`src/rtl/nibble_serial_cla_adder_pkg.sv`:
```
// Shared definitions for the nibble-serial carry-lookahead adder:
// group width and FSM state encoding.
package nibble_serial_cla_adder_pkg;

    localparam int GROUP_W = 4;

    typedef enum logic [1:0] {
        IDLE = 2'd0,
        RUN  = 2'd1,
        DONE = 2'd2
    } state_e;

endpackage

```
`src/rtl/nibble_serial_cla_adder_cla_unit.sv`:
```
// Combinational 4-bit carry lookahead unit: expands bit P/G and a group
// carry-in into every bit carry as flat two-level sum-of-products.
module carry_lookahead_unit
    import nibble_serial_cla_adder_pkg::*;
(
    input  logic [GROUP_W-1:0] p,
    input  logic [GROUP_W-1:0] g,
    input  logic               c_in,
    output logic [GROUP_W:0]   c,
    output logic               grp_p,
    output logic               grp_g
);

    always_comb begin
        c[0] = c_in;
        c[1] = g[0] | (p[0] & c_in);
        c[2] = g[1] | (p[1] & g[0]) | (p[1] & p[0] & c_in);
        c[3] = g[2] | (p[2] & g[1]) | (p[2] & p[1] & g[0])
             | (p[2] & p[1] & p[0] & c_in);
        c[4] = g[3] | (p[3] & g[2]) | (p[3] & p[2] & g[1])
             | (p[3] & p[2] & p[1] & g[0]) | (p[3] & p[2] & p[1] & p[0] & c_in);
        grp_p = &p;
        grp_g = g[3] | (p[3] & g[2]) | (p[3] & p[2] & g[1])
              | (p[3] & p[2] & p[1] & g[0]);
    end

endmodule

```
`src/rtl/nibble_serial_cla_adder.sv`:
```
// Multi-cycle adder resolving one 4-bit group per clock through a single
// shared lookahead unit, behind valid/ready operand and result interfaces.
module nibble_serial_cla_adder
    import nibble_serial_cla_adder_pkg::*;
#(
    parameter int WIDTH = 32
) (
    input  logic             clk,
    input  logic             rst_n,
    input  logic             in_valid,
    output logic             in_ready,
    input  logic [WIDTH-1:0] a,
    input  logic [WIDTH-1:0] b,
    input  logic             c_in,
    output logic             out_valid,
    input  logic             out_ready,
    output logic [WIDTH-1:0] sum,
    output logic             c_out,
    output logic             overflow,
    output logic             prop_all
);

    localparam int NGRP  = WIDTH / GROUP_W;
    localparam int IDX_W = (NGRP > 1) ? $clog2(NGRP) : 1;

    state_e             state_q, state_d;
    logic [IDX_W-1:0]   idx_q, idx_d;
    logic [WIDTH-1:0]   a_q, a_d, b_q, b_d, sum_q, sum_d;
    logic               carry_q, carry_d, prop_acc_q, prop_acc_d;
    logic               c_out_q, c_out_d, ovf_q, ovf_d, prop_all_q, prop_all_d;

    logic [GROUP_W-1:0] grp_pv, grp_gv;
    logic [GROUP_W:0]   cla_c;
    logic               cla_p, cla_g;

    carry_lookahead_unit u_cla (
        .p     (grp_pv),
        .g     (grp_gv),
        .c_in  (carry_q),
        .c     (cla_c),
        .grp_p (cla_p),
        .grp_g (cla_g)
    );

    always_comb begin
        grp_pv     = a_q[idx_q*GROUP_W +: GROUP_W] ^ b_q[idx_q*GROUP_W +: GROUP_W];
        grp_gv     = a_q[idx_q*GROUP_W +: GROUP_W] & b_q[idx_q*GROUP_W +: GROUP_W];
        state_d    = state_q;
        idx_d      = idx_q;
        a_d        = a_q;
        b_d        = b_q;
        sum_d      = sum_q;
        carry_d    = carry_q;
        prop_acc_d = prop_acc_q;
        c_out_d    = c_out_q;
        ovf_d      = ovf_q;
        prop_all_d = prop_all_q;
        case (state_q)
            IDLE: begin
                if (in_valid) begin
                    a_d        = a;
                    b_d        = b;
                    idx_d      = '0;
                    carry_d    = c_in;
                    prop_acc_d = 1'b1;
                    sum_d      = '0;
                    c_out_d    = 1'b0;
                    ovf_d      = 1'b0;
                    prop_all_d = 1'b0;
                    state_d    = RUN;
                end
            end
            RUN: begin
                sum_d[idx_q*GROUP_W +: GROUP_W] = grp_pv ^ cla_c[GROUP_W-1:0];
                // Group generate/propagate give the outgoing carry without
                // going through the bit carry chain.
                carry_d    = cla_g | (cla_p & carry_q);
                prop_acc_d = prop_acc_q & cla_p;
                if (idx_q == IDX_W'(NGRP - 1)) begin
                    c_out_d    = cla_c[GROUP_W];
                    ovf_d      = cla_c[GROUP_W-1] ^ cla_c[GROUP_W];
                    prop_all_d = prop_acc_q & cla_p;
                    state_d    = DONE;
                end else begin
                    idx_d = idx_q + IDX_W'(1);
                end
            end
            DONE: begin
                if (out_ready) begin
                    state_d = IDLE;
                end
            end
            default: state_d = IDLE;
        endcase
    end

    always_ff @(posedge clk or negedge rst_n) begin
        if (!rst_n) begin
            state_q    <= IDLE;
            idx_q      <= '0;
            a_q        <= '0;
            b_q        <= '0;
            sum_q      <= '0;
            carry_q    <= 1'b0;
            prop_acc_q <= 1'b1;
            c_out_q    <= 1'b0;
            ovf_q      <= 1'b0;
            prop_all_q <= 1'b0;
        end else begin
            state_q    <= state_d;
            idx_q      <= idx_d;
            a_q        <= a_d;
            b_q        <= b_d;
            sum_q      <= sum_d;
            carry_q    <= carry_d;
            prop_acc_q <= prop_acc_d;
            c_out_q    <= c_out_d;
            ovf_q      <= ovf_d;
            prop_all_q <= prop_all_d;
        end
    end

    assign in_ready  = (state_q == IDLE);
    assign out_valid = (state_q == DONE);
    assign sum       = sum_q;
    assign c_out     = c_out_q;
    assign overflow  = ovf_q;
    assign prop_all  = prop_all_q;

endmodule

```
`config.mk`:
```
export PLATFORM = sky130hd
export DESIGN_NAME = nibble_serial_cla_adder
export DESIGN_NICKNAME = d
export VERILOG_FILES = /design/src/rtl/nibble_serial_cla_adder_pkg.sv /design/src/rtl/nibble_serial_cla_adder_cla_unit.sv /design/src/rtl/nibble_serial_cla_adder.sv
export SDC_FILE = /design/constraint.sdc
export NUM_CORES = 1
export LEC_CHECK = 0
export ABC_CLOCK_PERIOD_IN_PS = 6150
export CORE_MARGIN = 1
export CORE_UTILIZATION = 45
export DETAILED_ROUTE_END_ITERATION = 10
export MAX_ROUTING_LAYER = met4
export PLACE_DENSITY = 0.71
export SLEW_MARGIN = 20
export SYNTH_ARGS = -nofsm -noshare
export SYNTH_HDL_FRONTEND = slang
export SYNTH_HIERARCHICAL = 1
export SYNTH_SLANG_ARGS = --single-unit
```
`constraint.sdc`:
```
create_clock -name clk -period 6.15 [get_ports clk]
set_clock_uncertainty 0.15 [all_clocks]
set_input_delay 0.9225 -clock clk [delete_from_list [all_inputs] [get_ports clk]]
set_output_delay 0.9225 -clock clk [all_outputs]
set_load 0.03 [all_outputs]
```
# [Word level (Yosys, flattened, before mapping)]
# Cells that the tools add are included.
[totals] ff_bits=106 in_bits=69 output_inout_bits=37 elab_cells=85
[op_classes] n_addsub=2 eq_ne=7 n_shift=4 mux=21 bitwise=33 n_reduce_logical=8
[ops] operator="$pmux 32 s2" n=1
[ops] operator="$shiftx 32x6->4" n=2
[ops] operator="$neg 5->34" n=1
[ops] operator="$shift 4x34->32 const A" n=1
[ops] operator="$shiftx 4x34->32" n=1
[ops] operator="$bwmux 32" n=1
[ops] operator="$mux 32" n=1
[ops] operator="$and 1x1->1" n=18
[ops] operator="$or 1x1->1" n=11
[ops] operator="$pmux 1 s2" n=5
[ops] operator="$reduce_and 3->1" n=3
[ops] operator="$xor 4x4->4" n=2
[ops] operator="$mux 1" n=6
[ops] operator="$mux 2" n=3
[ops] operator="$mux 3" n=2
[ops] operator="$ne 2x2->1 const B" n=3
[ops] operator="$pmux 2 s3" n=1
[ops] operator="$pmux 3 s2" n=1
[ops] operator="$and 4x4->4" n=1
[ops] operator="$reduce_and 2->1" n=2
[ops] operator="$reduce_and 4->1" n=1
[ops] operator="$add 3x1->3 const B" n=1
[ops] operator="$eq 3x3->1 const B" n=1
[ops] operator="$eq 2x1->1 const B" n=1
[ops] operator="5 further kinds" n=5

# [Logic depth before layout (Yosys ltp)]
[depth] depth_word=10 mapped_depth=13 ltp_nobuf=11

# [Hierarchy]
# The synthesis kept the hierarchy.
[by_module_without_submodules] module="nibble_serial_cla_adder" instances=1 cells_each=507 area_each_um2=5013.6 seq_area_each_um2=2653.8
[by_module_without_submodules] module="carry_lookahead_unit" instances=1 cells_each=11 area_each_um2=67.6 seq_area_each_um2=0.0

# [Worst setup path before layout]
# OpenSTA, ideal clock, no wires.
[synth_path] kind="flip-flop to flip-flop" start="register idx_q[0]" end="register sum_q[15] (netlist: sum[15])" setup_ns=0.079 arrival_time_ns=2.810 required_time_ns=5.921 path_slack_ns=3.110 path_stages_with_launch=14 path_buffers=2 period_less_slack_ns=3.040 path_cell_list="dfrtp_1 -> buf_2 -> buf_4 -> mux4_2 -> nand2_1 -> nand2_1 -> ha_1 -> a21o_1 -> a21oi_2 -> inv_2 -> a21o_1 -> xor2_1 -> nand2_1 -> mux2i_1"
[synth_via] word_cells_on_any_way=25 cone_classes="add/sub (1); shift (4); mux (2); bitwise (18)"
[synth_rtl] item="start: declaration" line_no="nibble_serial_cla_adder.sv:27" rtl="logic [IDX_W-1:0] idx_q, idx_d;"
[synth_rtl] item="start signal: assignment" line_no="nibble_serial_cla_adder.sv:111" rtl="idx_q <= idx_d;"
[synth_rtl] item="$shiftx 32x6->4" line_no="nibble_serial_cla_adder.sv:46" rtl="grp_pv = a_q[idx_q*GROUP_W +: GROUP_W] ^ b_q[idx_q*GROUP_W +: GROUP_W];"
[synth_rtl] item="$xor 4x4->4 *" line_no="nibble_serial_cla_adder.sv:46"
[synth_rtl] item="via grp_pv[0]" line_no="nibble_serial_cla_adder.sv:32" rtl="logic [GROUP_W-1:0] grp_pv, grp_gv;"
[synth_rtl] item="$and 1x1->1 *" line_no="nibble_serial_cla_adder_cla_unit.sv:16" rtl="c[1] = g[0] | (p[0] & c_in);"
[synth_rtl] item="$or 1x1->1 *" line_no="nibble_serial_cla_adder_cla_unit.sv:16"
[synth_rtl] item="via cla_c[1]" line_no="nibble_serial_cla_adder.sv:33" rtl="logic [GROUP_W:0] cla_c;"
[synth_rtl] item="$xor 4x4->4 *" line_no="nibble_serial_cla_adder.sv:74" rtl="sum_d[idx_q*GROUP_W +: GROUP_W] = grp_pv ^ cla_c[GROUP_W-1:0];"
[synth_rtl] item="$shiftx 4x34->32 *" line_no="nibble_serial_cla_adder.sv:74"
[synth_rtl] item="$bwmux 32 *" line_no="nibble_serial_cla_adder.sv:74"
[synth_rtl] item="$pmux 32 s2 *" line_no="nibble_serial_cla_adder.sv:58" rtl="case (state_q)"
[synth_rtl] item="end signal: assignment" line_no="nibble_serial_cla_adder.sv:114" rtl="sum_q <= sum_d;"
[synth_rtl] item="end: declaration" line_no="nibble_serial_cla_adder.sv:28" rtl="logic [WIDTH-1:0] a_q, a_d, b_q, b_d, sum_q, sum_d;"
# Mark *: on every way through the listed nets, which the timed path passes. The rest lies on a longest branch.
# A chain may end at the register's enable or synchronous reset.

# [Worst setup path after layout]
[layout_path] start="register idx_q[2]" end="register sum_q[15] (netlist: sum[15])"
# The elaborated chain is that of the path after synthesis.

==> impl_results.md <==
- First-pass GRT wire length: ~18000 µm
- Layout cells sized above 1: 0.0797
- Hold Vio Cnt, Final: 0
- Final Max Slew Viols: 0
- Layout Cells excl Fill: roughly 760
- Site Rows: 38
- Max VDD drop: between 0.3 and 0.4 mV
- Synthesized net count: between 500 and 600
- Top-area cell type share of the netlist area: 0.517
- Final global-route overflow total: 0
- DR iter-0 viols: 221
- Post_cts resized: 0
- FF-to-FF path depth: 11
- Worst path depth: 11
- Chip height: between 100 and 150 µm
- Cells after Synth: ~520
- CP peak stage delay: roughly 970 ps
- Crit Path Class: reg2reg
- FF+latch count, synth: 106
- Pin count of the biggest net entering global routing: 98
- Clock-pin slew on the worst setup and hold paths: approximately 70 ps
- Fraction of registers with async set/reset: 1.00
- Num ports: 106
- CTS Sinks: around 110
- Routed Antenna Nets: 0
- Synth unique cells: 40
- Post-CTS Repair Setup Buffers: 0
- CP required: between 6000 and 7000 ps
- Die ar.: between 0.01 and 0.015 mm²
- PwrDens: around 590 mW/mm²
- RSZ-0062 raised after global routing: false
- Die Wd: around 110 µm
- Initial antenna violation count: 0
- Remaining DRCs: 0
- CP Max Fanout: 22
- Global Route Usage Sum: 0.210
- Clk buf depth: 2
- Min-Delay Path Class: reg2reg
- Area Growth Syn to Fin: 27.9%
- Crit. End Element: flip-flop
- Crit path buf inv count: 1
- Vias/cell: roughly 5.0
- Clk root buf: clkbuf_16
- CTS tree: done
- Core area: between 0.01 and 0.015 mm²
- Ys Warns: 6
- CP Data Arrival Time: ~3500 ps
- Avg WL per Cell: between 10 and 15 µm
- CTS H-tree depth: 3
- Syn Area/Cell: 9.81 µm²
- # port buffers: about 110
- Top cells by area, synth: dfrtp_1, nand2_1, mux4_2
- Worst hold path cell count: 2
- Diode count: 0
- Vias: approximately 3800
- Starting Density: 0.465
- CP most frequent cell: nand2_1
- Worst-Margin Slew: approximately 950 ps
- Sequential-to-total area share from yosys stat: 0.522
- Worst path cell trace: mux4_2, nand2_1, nand2_1, ha_1, a21o_1, a21oi_2, inv_2, a21o_1, xor2_1, nand2_1, mux2i_1
- Initial DRT Pass Iterations: 5
- CP max stage cell: dfrtp_1
- Final setup TNS: 0 ps
- Most common cell after layout, fill and taps aside: nand2_1
- MaxCap Viol Count: 0
- Placed cells: about 740
- Number of global-route vias before repair: 3779
- RD Place Congestion: 0.815
- Setup violators final: 0
- Total power: between 3 and 4 mW
- Pleak: about 3.2 nW
- Clock period minus worst slack: 3340 ps
- CTS Buf Count: 9
- Post-synth top flop: dfrtp_1
- Synthesized cell area: 0.00508 mm²
- Max Clk Rate: between 200 and 300 MHz
- Clock latency on the worst-skew pair: 340 ps
- Worst Setup Start Kind: flip-flop
- Post-synth EDFFs: 0
- Rel. slew slack: 0.364
- Layout Nets: between 600 and 700
- CP delay by family, top: flip-flops
- Final wirelength: roughly 11000 µm
- Largest area contributor in the netlist: dfrtp_1
- Fin crit share: 0.544
- Detailed Place HPWL: about 7800 µm
- Hold Buf Count CTS: 0
- Most frequent cells in the layout: nand2_1, dfrtp_1, clkdlybuf4s50_1
- Status: finished, final reports clean
registers in the layout, indices dropped and copies added, names as in the netlist:
name / cells
state_q: 2
a_q: 32
carry_q: 1
b_q: 32
idx_q: 3
prop_acc_q: 1
prop_all: 1
sum: 32
c_out: 1
overflow: 1
synth_stat cells (2+ instances only):
cell type and count:
a21o_1 2, nor2_1 3, nand2b_1 2, nor3b_1 3, a21oi_1 3, nor3_2 3, mux2i_1 32, xor2_1 4
a22o_1 2, ha_1 11, buf_4 3, xnor2_1 5, nand4b_2 3, mux4_2 16, o2bb2ai_1 2, inv_1 4
dfrtp_1 105, buf_6 4, clkbuf_1 9, o21ai_0 6, nand2_1 267, buf_2 11
worst register-to-register path: stages (launching register included):
cell and delay (ps):
dfrtp_1 970, mux4_2 430, nand2_1 80, nand2_1 70, ha_1 350, a21o_1 230, a21oi_2 180, inv_2 70
a21o_1 230, xor2_1 250, nand2_1 100, mux2i_1 160
report_power, final:
group / switching [mW] / internal, mW / total, mW
Clock: 0.255 / 0.329 / 0.584
Combinational: 1.16 / 0.846 / 2.01
Sequential: 0.210 / 1.01 / 1.22
final cells by class:
type / instances / area [µm²]
Timing Repair Buffer: 109 / 1090
Tap cell: 140 / 175
Clock inverter: 5 / 62.6
Inverter: 6 / 22.5
Sequential cell: 106 / 2650
Fill cell: 984 / 4430
Multi-Input combinational cell: 378 / 2250
Clock buffer: 11 / 243
layer usage:
metal,track usage,up-vias,wire length [µm]
met5,-,-,0
met3,0.0368,13,484
met4,0.0473,0,149
li1,-,1865,-
met1,0.289,1796,5000
met2,0.328,103,5380
logic make-up after synthesis:
kind of cell               after synthesis  share of synthesized area
and+or+nand+nor                        291                      0.239
DFF                                    106                      0.522
muxes                                   49                      0.136
buffers and inverters                   34                     0.0359
AOI/OAI and AO/OA                       18                     0.0239
adders and majority gates               11                     0.0271
xor gates and xnor gates                 9                     0.0155
through the flow:
step           utilization  instance area [µm²]  worst slack, ps  hold slack [ps]
2_1_floorplan            -                 5080             3110              290
3_3_place_gp         0.565                 6180             2910              303
3_5_place_dp         0.565                 6180             2790              307
4_1_cts              0.593                 6480             2770              325
5_1_grt              0.595                 6500             2520              341
6_report             0.595                 6500             2810              320
worst paths after layout:
kind	from	to	slack, ps
max	idx_q[2]	sum[15]	2810
min in group asynchronous	rst_n	sum[4]	440
min	a_q[26]	a_q[26]	320
max in group asynchronous	rst_n	b_q[28]	4250
min reg2reg	a_q[26]	a_q[26]	320
max reg2reg	idx_q[2]	sum[15]	2810
(Power assumes the default switching activity.)
